**src/rtl/shift_reg_seq.sv**
```systemverilog
// Multicycle entry-mux shift register: selects one of NSRC sources, then shifts/rotates it 1 bit/cycle.
// Define SHIFT_REG_SEQ_FAST_EN to replace the iterative shifter with a single-cycle barrel shifter.
module shift_reg_seq #(
  parameter  int WIDTH   = 32,
  parameter  int NSRC    = 3,
  localparam int SHAMT_W = $clog2(WIDTH),
  localparam int SEL_W   = (NSRC > 1) ? $clog2(NSRC) : 1
) (
  input  logic                    clk,
  input  logic                    reset,
  input  logic                    start,
  input  logic [SEL_W-1:0]        src_sel,
  input  logic [NSRC*WIDTH-1:0]   src_bus,
  input  logic [SHAMT_W-1:0]      shamt,
  input  logic [2:0]              op,
  output logic                    busy,
  output logic                    done,
  output logic                    err,
  output logic [WIDTH-1:0]        result
);

  localparam logic [2:0] OP_LOAD = 3'b000;
  localparam logic [2:0] OP_SLL  = 3'b001;
  localparam logic [2:0] OP_SRL  = 3'b010;
  localparam logic [2:0] OP_SRA  = 3'b011;
  localparam logic [2:0] OP_ROR  = 3'b100;

  typedef enum logic [1:0] {
    S_IDLE  = 2'd0,
    S_SHIFT = 2'd1,
    S_DONE  = 2'd2
  } state_e;

  if (WIDTH < 8 || (WIDTH & (WIDTH - 1)) != 0) begin : g_bad_width
    $error("shift_reg_seq: WIDTH must be a power of 2 and at least 8");
  end
  if (NSRC < 2 || NSRC > 8) begin : g_bad_nsrc
    $error("shift_reg_seq: NSRC must be in 2..8");
  end

  state_e             state_q, state_d;
  logic [WIDTH-1:0]   data_q, data_d;
  logic [2:0]         op_q, op_d;
  logic [SHAMT_W-1:0] count_q, count_d;
  logic               err_q, err_d;

  logic [WIDTH-1:0]   sel_data;
  logic               sel_valid;
  logic               op_valid;

  // One-bit step of the iterative shifter; unknown opcodes never reach SHIFT.
  function automatic logic [WIDTH-1:0] step(input logic [WIDTH-1:0] d, input logic [2:0] o);
    case (o)
      OP_SLL:  step = {d[WIDTH-2:0], 1'b0};
      OP_SRL:  step = {1'b0, d[WIDTH-1:1]};
      OP_SRA:  step = {d[WIDTH-1], d[WIDTH-1:1]};
      OP_ROR:  step = {d[0], d[WIDTH-1:1]};
      default: step = d;
    endcase
  endfunction

`ifdef SHIFT_REG_SEQ_FAST_EN
  function automatic logic [WIDTH-1:0] barrel(input logic [WIDTH-1:0] d,
                                              input logic [2:0]       o,
                                              input logic [SHAMT_W-1:0] s);
    logic [2*WIDTH-1:0] rot;
    rot = {d, d} >> s;
    case (o)
      OP_SLL:  barrel = d << s;
      OP_SRL:  barrel = d >> s;
      OP_SRA:  barrel = $signed(d) >>> s;
      OP_ROR:  barrel = rot[WIDTH-1:0];
      default: barrel = d;
    endcase
  endfunction
`endif

  // Out-of-range selects fall through the loop and leave sel_data at zero.
  always_comb begin
    sel_data = '0;
    for (int i = 0; i < NSRC; i++) begin
      if (int'(src_sel) == i) sel_data = src_bus[i*WIDTH +: WIDTH];
    end
  end

  assign sel_valid = int'(src_sel) < NSRC;
  assign op_valid  = op <= OP_ROR;

  // NOTE: every always_comb output gets a default first so no path can infer a latch.
  always_comb begin
    state_d = state_q;
    data_d  = data_q;
    op_d    = op_q;
    count_d = count_q;
    err_d   = err_q;
    case (state_q)
      S_IDLE, S_DONE: begin
        state_d = S_IDLE;
        if (start) begin
          op_d    = op;
          count_d = shamt;
          err_d   = !sel_valid || !op_valid;
`ifdef SHIFT_REG_SEQ_FAST_EN
          data_d  = barrel(sel_data, op, shamt);
          state_d = S_DONE;
`else
          data_d  = sel_data;
          if (!op_valid || op == OP_LOAD || shamt == '0) state_d = S_DONE;
          else                                            state_d = S_SHIFT;
`endif
        end
      end
      S_SHIFT: begin
        data_d  = step(data_q, op_q);
        count_d = count_q - SHAMT_W'(1);
        if (count_q == SHAMT_W'(1)) state_d = S_DONE;
      end
      default: state_d = S_IDLE;
    endcase
  end

  // NOTE: sequential state uses non-blocking assignments so all flops update together.
  always_ff @(posedge clk or posedge reset) begin
    if (reset) begin
      state_q <= S_IDLE;
      data_q  <= '0;
      op_q    <= OP_LOAD;
      count_q <= '0;
      err_q   <= 1'b0;
    end else begin
      state_q <= state_d;
      data_q  <= data_d;
      op_q    <= op_d;
      count_q <= count_d;
      err_q   <= err_d;
    end
  end

  assign busy   = (state_q == S_SHIFT);
  assign done   = (state_q == S_DONE);
  assign err    = err_q;
  assign result = data_q;

endmodule

```
**config.mk**
```make
export PLATFORM = sky130hd
export DESIGN_NAME = shift_reg_seq
export DESIGN_NICKNAME = d
export VERILOG_FILES = /design/src/rtl/shift_reg_seq.sv
export SDC_FILE = /design/constraint.sdc
export NUM_CORES = 1
export LEC_CHECK = 0
export BUFFER_PORTS_ARGS = -buffer_cell sky130_fd_sc_hd__buf_4
export CORE_MARGIN = 4
export CORE_UTILIZATION = 45
export CTS_BUF_LIST = sky130_fd_sc_hd__clkbuf_4
export CTS_CLUSTER_SIZE = 40
export DETAILED_ROUTE_END_ITERATION = 8
export PLACE_DENSITY_LB_ADDON = 0.08
export SLEW_MARGIN = 20
export SYNTH_ARGS = -nofsm -noshare
export SYNTH_HDL_FRONTEND = slang
export SYNTH_SLANG_ARGS = --single-unit
```
**constraint.sdc**
```tcl
create_clock -name clk -period 1.5 [get_ports clk]
set_input_delay 0.3 -clock clk [delete_from_list [all_inputs] [get_ports clk]]
set_output_delay 0.3 -clock clk [all_outputs]
set_load 0.1 [all_outputs]
```
# ---- Yosys cells after proc, flatten, opt, wreduce, memory -nomap -nowiden
# Cells that the tools add are included.
dict set report totals {
  reg_bits 43
  out_inout_bits 35
}
dict set report op_classes {
  addsub 1
  order_cmp 2
  eq_ne 14
  muxes 12
  n_reduce_logical 15
}
# op n
set ops {}
lappend ops {{$mux W32} 4}
lappend ops {{$pmux W32 S4} 1}
lappend ops {{$pmux W32 S2} 1}
lappend ops {{$pmux W5 S2} 1}
lappend ops {{$eq A2 B2 Y1 const B} 3}
lappend ops {{$eq A3 B2 Y1 const B} 2}
lappend ops {{$mux W2} 3}
lappend ops {{$eq A5 B1 Y1 const B} 1}
lappend ops {{$logic_not A5 Y1} 1}
lappend ops {{$mux W5} 1}
lappend ops {{$ne A5 B1 Y1 const B} 1}
lappend ops {{$sub A5 B1 Y5 const B} 1}
lappend ops {{$logic_not A2 Y1} 2}
lappend ops {{$ne A2 B2 Y1 const B} 2}
lappend ops {{$ne A4 B1 Y1 const B} 1}
lappend ops {{$pmux W2 S2} 1}
lappend ops {{$reduce_and A2 Y1} 2}
lappend ops {{$reduce_and A4 Y1} 1}
lappend ops {{$eq A3 B1 Y1 const B} 1}
lappend ops {{$eq A3 B3 Y1 const B} 1}
lappend ops {{$le A3 B3 Y1 const B} 1}
lappend ops {{$logic_not A3 Y1} 1}
lappend ops {{$logic_or A1 B1 Y1} 3}
lappend ops {{$reduce_and A3 Y1} 1}
lappend ops {{6 further kinds} 7}

# ---- Longest topological paths before layout
# Gate-level depths: netlist (run 1).
dict set report depth {
  depth_word 7
  depth_mapped 7
  mapped_depth_nobuf 5
}

# ---- Least setup slack after synthesis (run 1)
# Ideal clock, no wire load.
dict set report synth_path {
  path_type {reg2reg}
  startpoint {reg state_q[1]}
  endpoint {reg count_q[4]}
  setup_time_ps 123
  arrival_ps 2102
  t_required_ps 1377
  path_slack_ps -724
  path_stages_with_launch 7
  period_less_slack_ps 2224
  path_cell_list {dfrtp_1 > nand2b_1 > buf_2 > inv_2 > buf_1 > nand4_1 > o221a_2}
}
dict set report synth_between {
  elab_cells_between_ends 8
  cone_classes {eq/ne (3); mux (1); reduce/logical (4)}
}
# item line_no
set synth_lines {}
lappend synth_lines {{start, declared} 41} ;# state_e state_q, state_d;
lappend synth_lines {{start signal, assigned} 131} ;# state_q <= state_d;
lappend synth_lines {{$eq A2 B1 Y1 *} n/a}
lappend synth_lines {{net busy} 16} ;# output logic busy,
lappend synth_lines {{$reduce_bool A2 Y1 (no line)} n/a}
lappend synth_lines {{$reduce_and A2 Y1 (no line)} n/a}
lappend synth_lines {{end signal, assigned} 134} ;# count_q <= count_d;
lappend synth_lines {{end, declared} 44} ;# logic [SHAMT_W-1:0] count_q, count_d;
# Mark *: on every way through the listed nets, which the timed path passes. The rest lies on a longest branch.
# A chain may end at the register's enable or synchronous reset.

# ---- Worst setup path in the final report (run 1)
dict set report layout_path {
  startpoint {reg op_q[2]}
  endpoint {reg data_q[6] (netlist: result[6])}
}
dict set report layout_between {
  elab_chain_len 3
  elab_cells_between_ends 8
  cone_classes {eq/ne (5); mux (2); reduce/logical (1)}
}
# item line_no
set layout_lines {}
lappend layout_lines {{start, declared} 43} ;# logic [2:0] op_q, op_d;
lappend layout_lines {{start signal, assigned} 133} ;# op_q <= op_d;
lappend layout_lines {{$eq A3 B3 Y1, or another cell as far along} 53} ;# case (o)
lappend layout_lines {{$pmux W32 S4 / $ne A5 B1 Y1 (equally long branches)} n/a}
lappend layout_lines {{$pmux W32 S2 / $reduce_and A3 Y1 (equally long branches)} n/a}
lappend layout_lines {{end signal, assigned} 132} ;# data_q <= data_d;
lappend layout_lines {{end, declared} 42} ;# logic [WIDTH-1:0] data_q, data_d;
# Parallel ways exist; a longest one is shown, timed or not.

==> metrics.cfg, run 1 <==
[floorplanning]
rows=32
dieArea_um2=9350
pin_count=144
core_um2=7690
dieHeight_um=96.7
die_w_um=96.7
start_util_pct=46.1

[clock_tree]
worstSkewPairLatency_ns=0.35
clock-sinks=43
cts_made_buffers=5
clk_pin_slew_worst_paths_ns=0.14
cts-root-buf=clkbuf_4
htree_levels=2
cts_tree=yes
clockBufferDepth=2

[worst_setup_path]
path_class=flop to flop
cp.arrival_ns=1.93
required_ns=1.76
cp-end-kind=flop
start_kind=flop
worstRegToRegCells=6
cp_max_fo=13

[synth]
synth_area_leaders=dfrtp_1, mux2_2, mux2i_1
async_reset_ff_share_pct=100
synth_edf_count=0
synthTopCellsByCount=mux2_2, dfrtp_1, nand2_1
syn_inst=389
yosysWarnings=0
yosysMostFrequentCell=mux2_2
synth-seq-cells=43
ys_seq_area_share_pct=30.4
ys_types=41
netlist.area_leader.share_pct=30.4
synthFlopType=dfrtp_1
synth_nets=501
yosys.area.top_type=dfrtp_1
syn_area_per_cell_um2=9.10
syn-cell-area_um2=3540

[place]
io_buffers=143
dp_hpwl_um=8270
dp_cells=629
gp_congestion=0.845

[power_and_ir_drop]
powerDensity_nw_per_um2=2690
ir_drop_v=0.00143
leakagePower_nw=2.44

[global_routing]
overflow=0
grt_pass1_vias=3834
grt_pass1_wl_um=19100
antenna_found_initial=0
grt_usage_pct=24.0
grt_max_degree=44

[detailed_routing]
drt_first_pass_iters=5
wire_per_inst_um=18.8
drtAntennaViolNets=0
drc_errors=0
drtIter0Drc=143
via_count=3926
drt-total-wl_um=12300
viasPerCell=5.99

[sta]
clock.fmax_ghz=0.601
finalCritPeriodShare_pct=111
clock_skew_ns=0.00886
slew_headroom_pct=39.2
fin_crit_ns=1.66
hold-worst-slack_ns=0.137
rsz0062_at_grt=true
finalMaxSlewViolations=0
hold_violations=0
setup_viol=33
worstMarginPinSlew_ns=0.910
setup_ws_ns=-0.164

[flow_run]
cap_violations=0

[finish]
antennaDiodeCount=0
final_layout_size_suffix_gt1_share_pct=54.8
num-nets-final=664
finalNonFillerCells=655
area_growth_syn_to_layout_pct=54.4

[worst_hold_path]
hold_depth=3
hold_class=input port to flop

[outcome]
status=complete, but fails checks
violations=setup timing

-- cell type report --
class / count / area [um^2]
clock buffer: 6 / 45.0
multi-input combinational: 304 / 2450
timing repair buffer: 193 / 1720
tap: 102 / 128
fill: 591 / 2220
clock inverter: 2 / 7.51
inverter: 5 / 23.8
sequential: 43 / 1100
-- sequential cells by signal, summed over array words and instances (netlist names) --
register and count:
result 32, err 1, op_q 3, count_q 5
state_q 2
-- worst max-delay path, stage by stage (launching register included) --
cell	delay, ns
dfrtp_2	0.47
or3_4	0.41
a31oi_4	0.22
buf_6	0.16
clkbuf_16	0.17
nand2_1	0.07
o31ai_1	0.07
-- power by group --
group / total (W) / leakage, nW / internal, W / switching, W
clock: 0.000590 / 0.0307 / 0.000193 / 0.000397
sequential: 0.00267 / 0.509 / 0.00179 / 0.000880
combinational: 0.0114 / 1.90 / 0.00443 / 0.00702
total: 0.0147 / 2.44 / 0.00641 / 0.00829
-- metal layers --
| metal | wire length (um) | part of all wire [%] | GRT usage [%] | vias to the layer above |
|---|---|---|---|---|
| met5 | 0 | 0 | 0 | - |
| met4 | 191 | 1.6 | 6.59 | 0 |
| met3 | 868 | 7.0 | 4.97 | 16 |
| met2 | 5970 | 48 | 39.1 | 179 |
| met1 | 5290 | 43 | 32.4 | 1927 |
| li1 | - | - | - | 1804 |
-- layout by cell type, fill, tap and decap left out, types with 2 or more instances in the layout --
master       n
a21oi_2      8
buf_6       14
a21boi_2     8
o21ai_0     27
buf_4      163
o31ai_2      4
a211oi_1     9
clkbuf_16    4
o221a_2      2
clkbuf_4     6
buf_12      10
a31oi_1      8
mux2_4       3
ha_1         3
a31oi_4      3
a221o_1      2
o31ai_1     25
mux2_2      42
mux2i_1     32
nand2_1     41
nand2_8      2
a221oi_1    21
nor2b_1      2
nand2b_1     2
dfrtp_2     16
a21oi_1     18
inv_1        3
dfrtp_1     27
clkinv_1     2
nor2_1      17
nor2b_2      2
-- metrics by stage --
step	TNS (ns)	worst slack (ns)	util (%)	power [W]	cell area, um^2
2_1_floorplan	-2.48	-0.121	-	0.00993	3600
3_3_place_gp	-2.83	-0.200	63.9	0.0121	4910
3_5_place_dp	-4.25	-0.212	63.9	0.0122	4910
4_1_cts	-2.76	-0.119	67.0	0.0135	5150
5_1_grt	-5.55	-0.191	71.1	0.0155	5470
6_report	-4.26	-0.164	71.1	0.0147	5470
-- what timing repair did --
action | 4_1_cts | 5_1_grt
gates cloned | 1 | 6
pin swaps | 1 | 12
endpoints found under the setup margin | 34 | 46
endpoints found under the hold margin | 43 | 0
gates resized for setup | 24 | 36
setup buffers | 8 | 2
hold buffers | 1 | 0
-- final timing paths --
path | to | start | slack [ns]
max | result[6]$_DFFE_PP0P_ | op_q[2]$_DFFE_PP0P_ | -0.16
min | op_q[0]$_DFFE_PP0P_ | op[0] | 0.14
max reg2reg | result[6]$_DFFE_PP0P_ | op_q[2]$_DFFE_PP0P_ | -0.16
min reg2reg | err$_DFFE_PP0P_ | err$_DFFE_PP0P_ | 0.53
max in group asynchronous | result[5]$_DFFE_PP0P_ | reset | 0.73
min in group asynchronous | result[27]$_DFFE_PP0P_ | reset | 0.52
-- logic make-up (layout without fill, tap and decap cells) --
group	count (synthesis)	in the layout	share of synthesized area, %
AO/OA/AOI/OAI	142	142	27.4
AND/OR/NAND/NOR	80	81	10.6
multiplexers	77	77	23.4
flip-flops	43	43	30.4
buffers and inverters	43	206	6.93
adder cells (fa/ha/maj)	3	3	1.06
XOR/XNOR	1	1	0.247
Note: power is estimated with default switching activity, not from simulation.
==> run 2: changes to the inputs <==
PLACE_DENSITY = 0.78   (was default)
PLACE_DENSITY_LB_ADDON = default   (was 0.08)
SETUP_SLACK_MARGIN = 0.02   (was default)
==> run 2 against run 1 <==
Net effect:
- the run still ends with setup timing left
- first-iteration DRC count up 30%
- setup slack better by 0.013 ns
- die area unchanged
==> metrics.cfg, run 2 (same netlist as run 1, synthesis figures left out) <==
[finish]
antennaDiodeCount=0  ; unchanged
fillers=612  ; was 591
layout_commonest_cell=buf_4  ; unchanged
area_growth_syn_to_layout_pct=51.9  ; was 54.4%
final_area_um2=5380  ; was 5470 um^2
final_cell_mix=buf_4, mux2_2, nand2_1, mux2i_1, o21ai_0  ; was buf_4, mux2_2, nand2_1, mux2i_1
largest_register_ffs=32  ; unchanged
ff_latch_area_um2=1100  ; about the same
final_layout_size_suffix_gt1_share_pct=56.4  ; was 54.8%
multi_input_area_um2=2380  ; was 2450 um^2
num-nets-final=659  ; was 664

[clock_tree]
cts-root-buf=clkbuf_4  ; unchanged
clk_pin_slew_worst_paths_ns=0.14  ; about the same
cts_made_buffers=5  ; unchanged
clock-sinks=43  ; unchanged
worstSkewPairLatency_ns=0.37  ; was 0.35 ns
clockBufferDepth=2  ; unchanged
htree_levels=2  ; unchanged
cts_tree=yes  ; unchanged

[worst_setup_path]
cp-end-kind=flop  ; unchanged
required_ns=1.79  ; was 1.76 ns
cp.arrival_ns=1.94  ; was 1.93 ns
reg2reg_from=op_q[2]$_DFFE_PP0P_  ; unchanged
startpoint=op_q[2]$_DFFE_PP0P_  ; unchanged
start_kind=flop  ; unchanged
cp_max_fo=18  ; was 13
path_class=flop to flop  ; unchanged

[sta]
finalCritPeriodShare_pct=110  ; was 111%
hold_violations=0  ; unchanged
setup_ws_ns=-0.150  ; was -0.164 ns
worstMarginPinSlew_ns=0.796  ; was 0.910 ns
fin_crit_ns=1.65  ; was 1.66 ns
finalMaxSlewViolations=0  ; unchanged
clock.fmax_ghz=0.606  ; was 0.601 GHz
rsz0062_at_grt=true  ; unchanged
final.setup.tns_ns=-3.80  ; was -4.26 ns
clock_skew_ns=0.0140  ; was 0.00886 ns
setup_viol=33  ; unchanged
slew_headroom_pct=46.9  ; was 39.2%

[global_routing]
grt_pass1_vias=3771  ; was 3,834
grtUsageMet1_pct=30.2  ; was 32.4%
use_met3_pct=5.55  ; was 4.97%
grt_most_used_layer=met2  ; unchanged
grt_max_degree=44  ; unchanged
overflow=0  ; unchanged
use_met2_pct=39.0  ; was 39.1%
antenna_found_initial=0  ; unchanged
grt_pass1_wl_um=18500  ; was 19,100 um
grt_usage_pct=23.4  ; was 24.0%

[outcome]
violations=setup timing  ; unchanged
status=complete, but fails checks  ; unchanged

[place]
dpl_cell_area_um2=4910  ; about the same
gp_congestion=0.929  ; was 0.845
io_buffers=143  ; unchanged
dp_hpwl_um=8330  ; was 8270 um

[detailed_routing]
drtIter0Drc=186  ; was 143
viasPerCell=5.86  ; was 5.99
drtAntennaViolNets=0  ; unchanged
drt-total-wl_um=11600  ; was 12,300 um
drc_errors=0  ; unchanged
drt_first_pass_iters=4  ; was 5
via_count=3806  ; was 3,926
wire_per_inst_um=17.9  ; was 18.8 um

[floorplanning]
dieArea_um2=9350  ; unchanged
pin_count=144  ; unchanged
rows=32  ; unchanged
dieHeight_um=96.7  ; unchanged
core_um2=7690  ; unchanged
start_util_pct=46.1  ; unchanged
die_w_um=96.7  ; unchanged

[power_and_ir_drop]
leakagePower_nw=2.40  ; was 2.44 nW
powerDensity_nw_per_um2=2640  ; was 2690 nW/um^2
ir_drop_v=0.00164  ; was 0.00143 V
p_total_w=0.0142  ; was 0.0147 W

[worst_hold_path]
hold_class=input port to flop  ; unchanged
hold_path.startpoint=op[2]  ; was op[0]

[flow_run]
cap_violations=0  ; unchanged

-- run 2: layer usage --
| layer | vias up | share of wire [%] |
|---|---|---|
| met3 | 17 | 6.9 |
| met2 | 171 | 49 |
| met5 | - | 0 |
| met1 | 1820 | 42 |
| li1 | 1798 | - |
| met4 | 0 | 1.7 |
-- run 2: final cells by class --
type | instances | share of cell area, %
Multi-Input combinational cell | 303 | 44.2
Sequential cell | 43 | 20.5
Clock buffer | 7 | 0.977
Clock inverter | 1 | 0.0930
Inverter | 5 | 0.442
Tap cell | 102 | 2.37
Timing Repair Buffer | 189 | 31.5
-- run 2: where the power goes --
group / internal [W] / switching, W / total (W)
Combinational: 0.00423 / 0.00667 / 0.0109
Sequential: 0.00180 / 0.000919 / 0.00272
Clock: 0.000219 / 0.000391 / 0.000610
Total: 0.00624 / 0.00798 / 0.0142
-- run 2: final timing paths --
path / to / slack [ns] / cells past startpoint
worst max-delay path: result[25]$_DFFE_PP0P_ / -0.15 / 6
worst min register to register: err$_DFFE_PP0P_ / 0.55 / 2
min in group asynchronous: result[26]$_DFFE_PP0P_ / 0.50 / 4
max in group asynchronous: result[2]$_DFFE_PP0P_ / 0.75 / 4
worst min-delay path: op_q[2]$_DFFE_PP0P_ / 0.13 / 3
worst max register to register: result[25]$_DFFE_PP0P_ / -0.15 / 6
-- run 2: per-stage QoR --
stage	hold WS, ns	utilization, %	std cells	worst slack [ns]
after detailed placement	0.359	63.9	630	-0.144
after global routing	0.111	70.0	650	-0.193
after CTS	0.122	66.0	642	-0.117
final	0.127	70.0	650	-0.150
after floorplan	0.405	-	389	-0.121
after global placement	0.360	63.9	630	-0.100
-- run 2: repair_timing --
| item | 4_1_cts | 5_1_grt |
|---|---|---|
| resized for setup | 20 | 51 |
| hold endpoints to repair | 43 | 0 |
| pin swaps | 3 | 4 |
| endpoints found under the setup margin | 37 | 57 |
| hold buffers | 1 | 0 |
| cloned | 0 | 3 |
| buffers inserted | 3 | 5 |
-- run 2: worst max-delay path, cell delays in order (launching register included) --
cell and delay (ns):
dfrtp_2 0.47, or3_4 0.41, a31oi_4 0.21, buf_12 0.17, clkbuf_16 0.18, nand2_1 0.06
o31ai_1 0.07
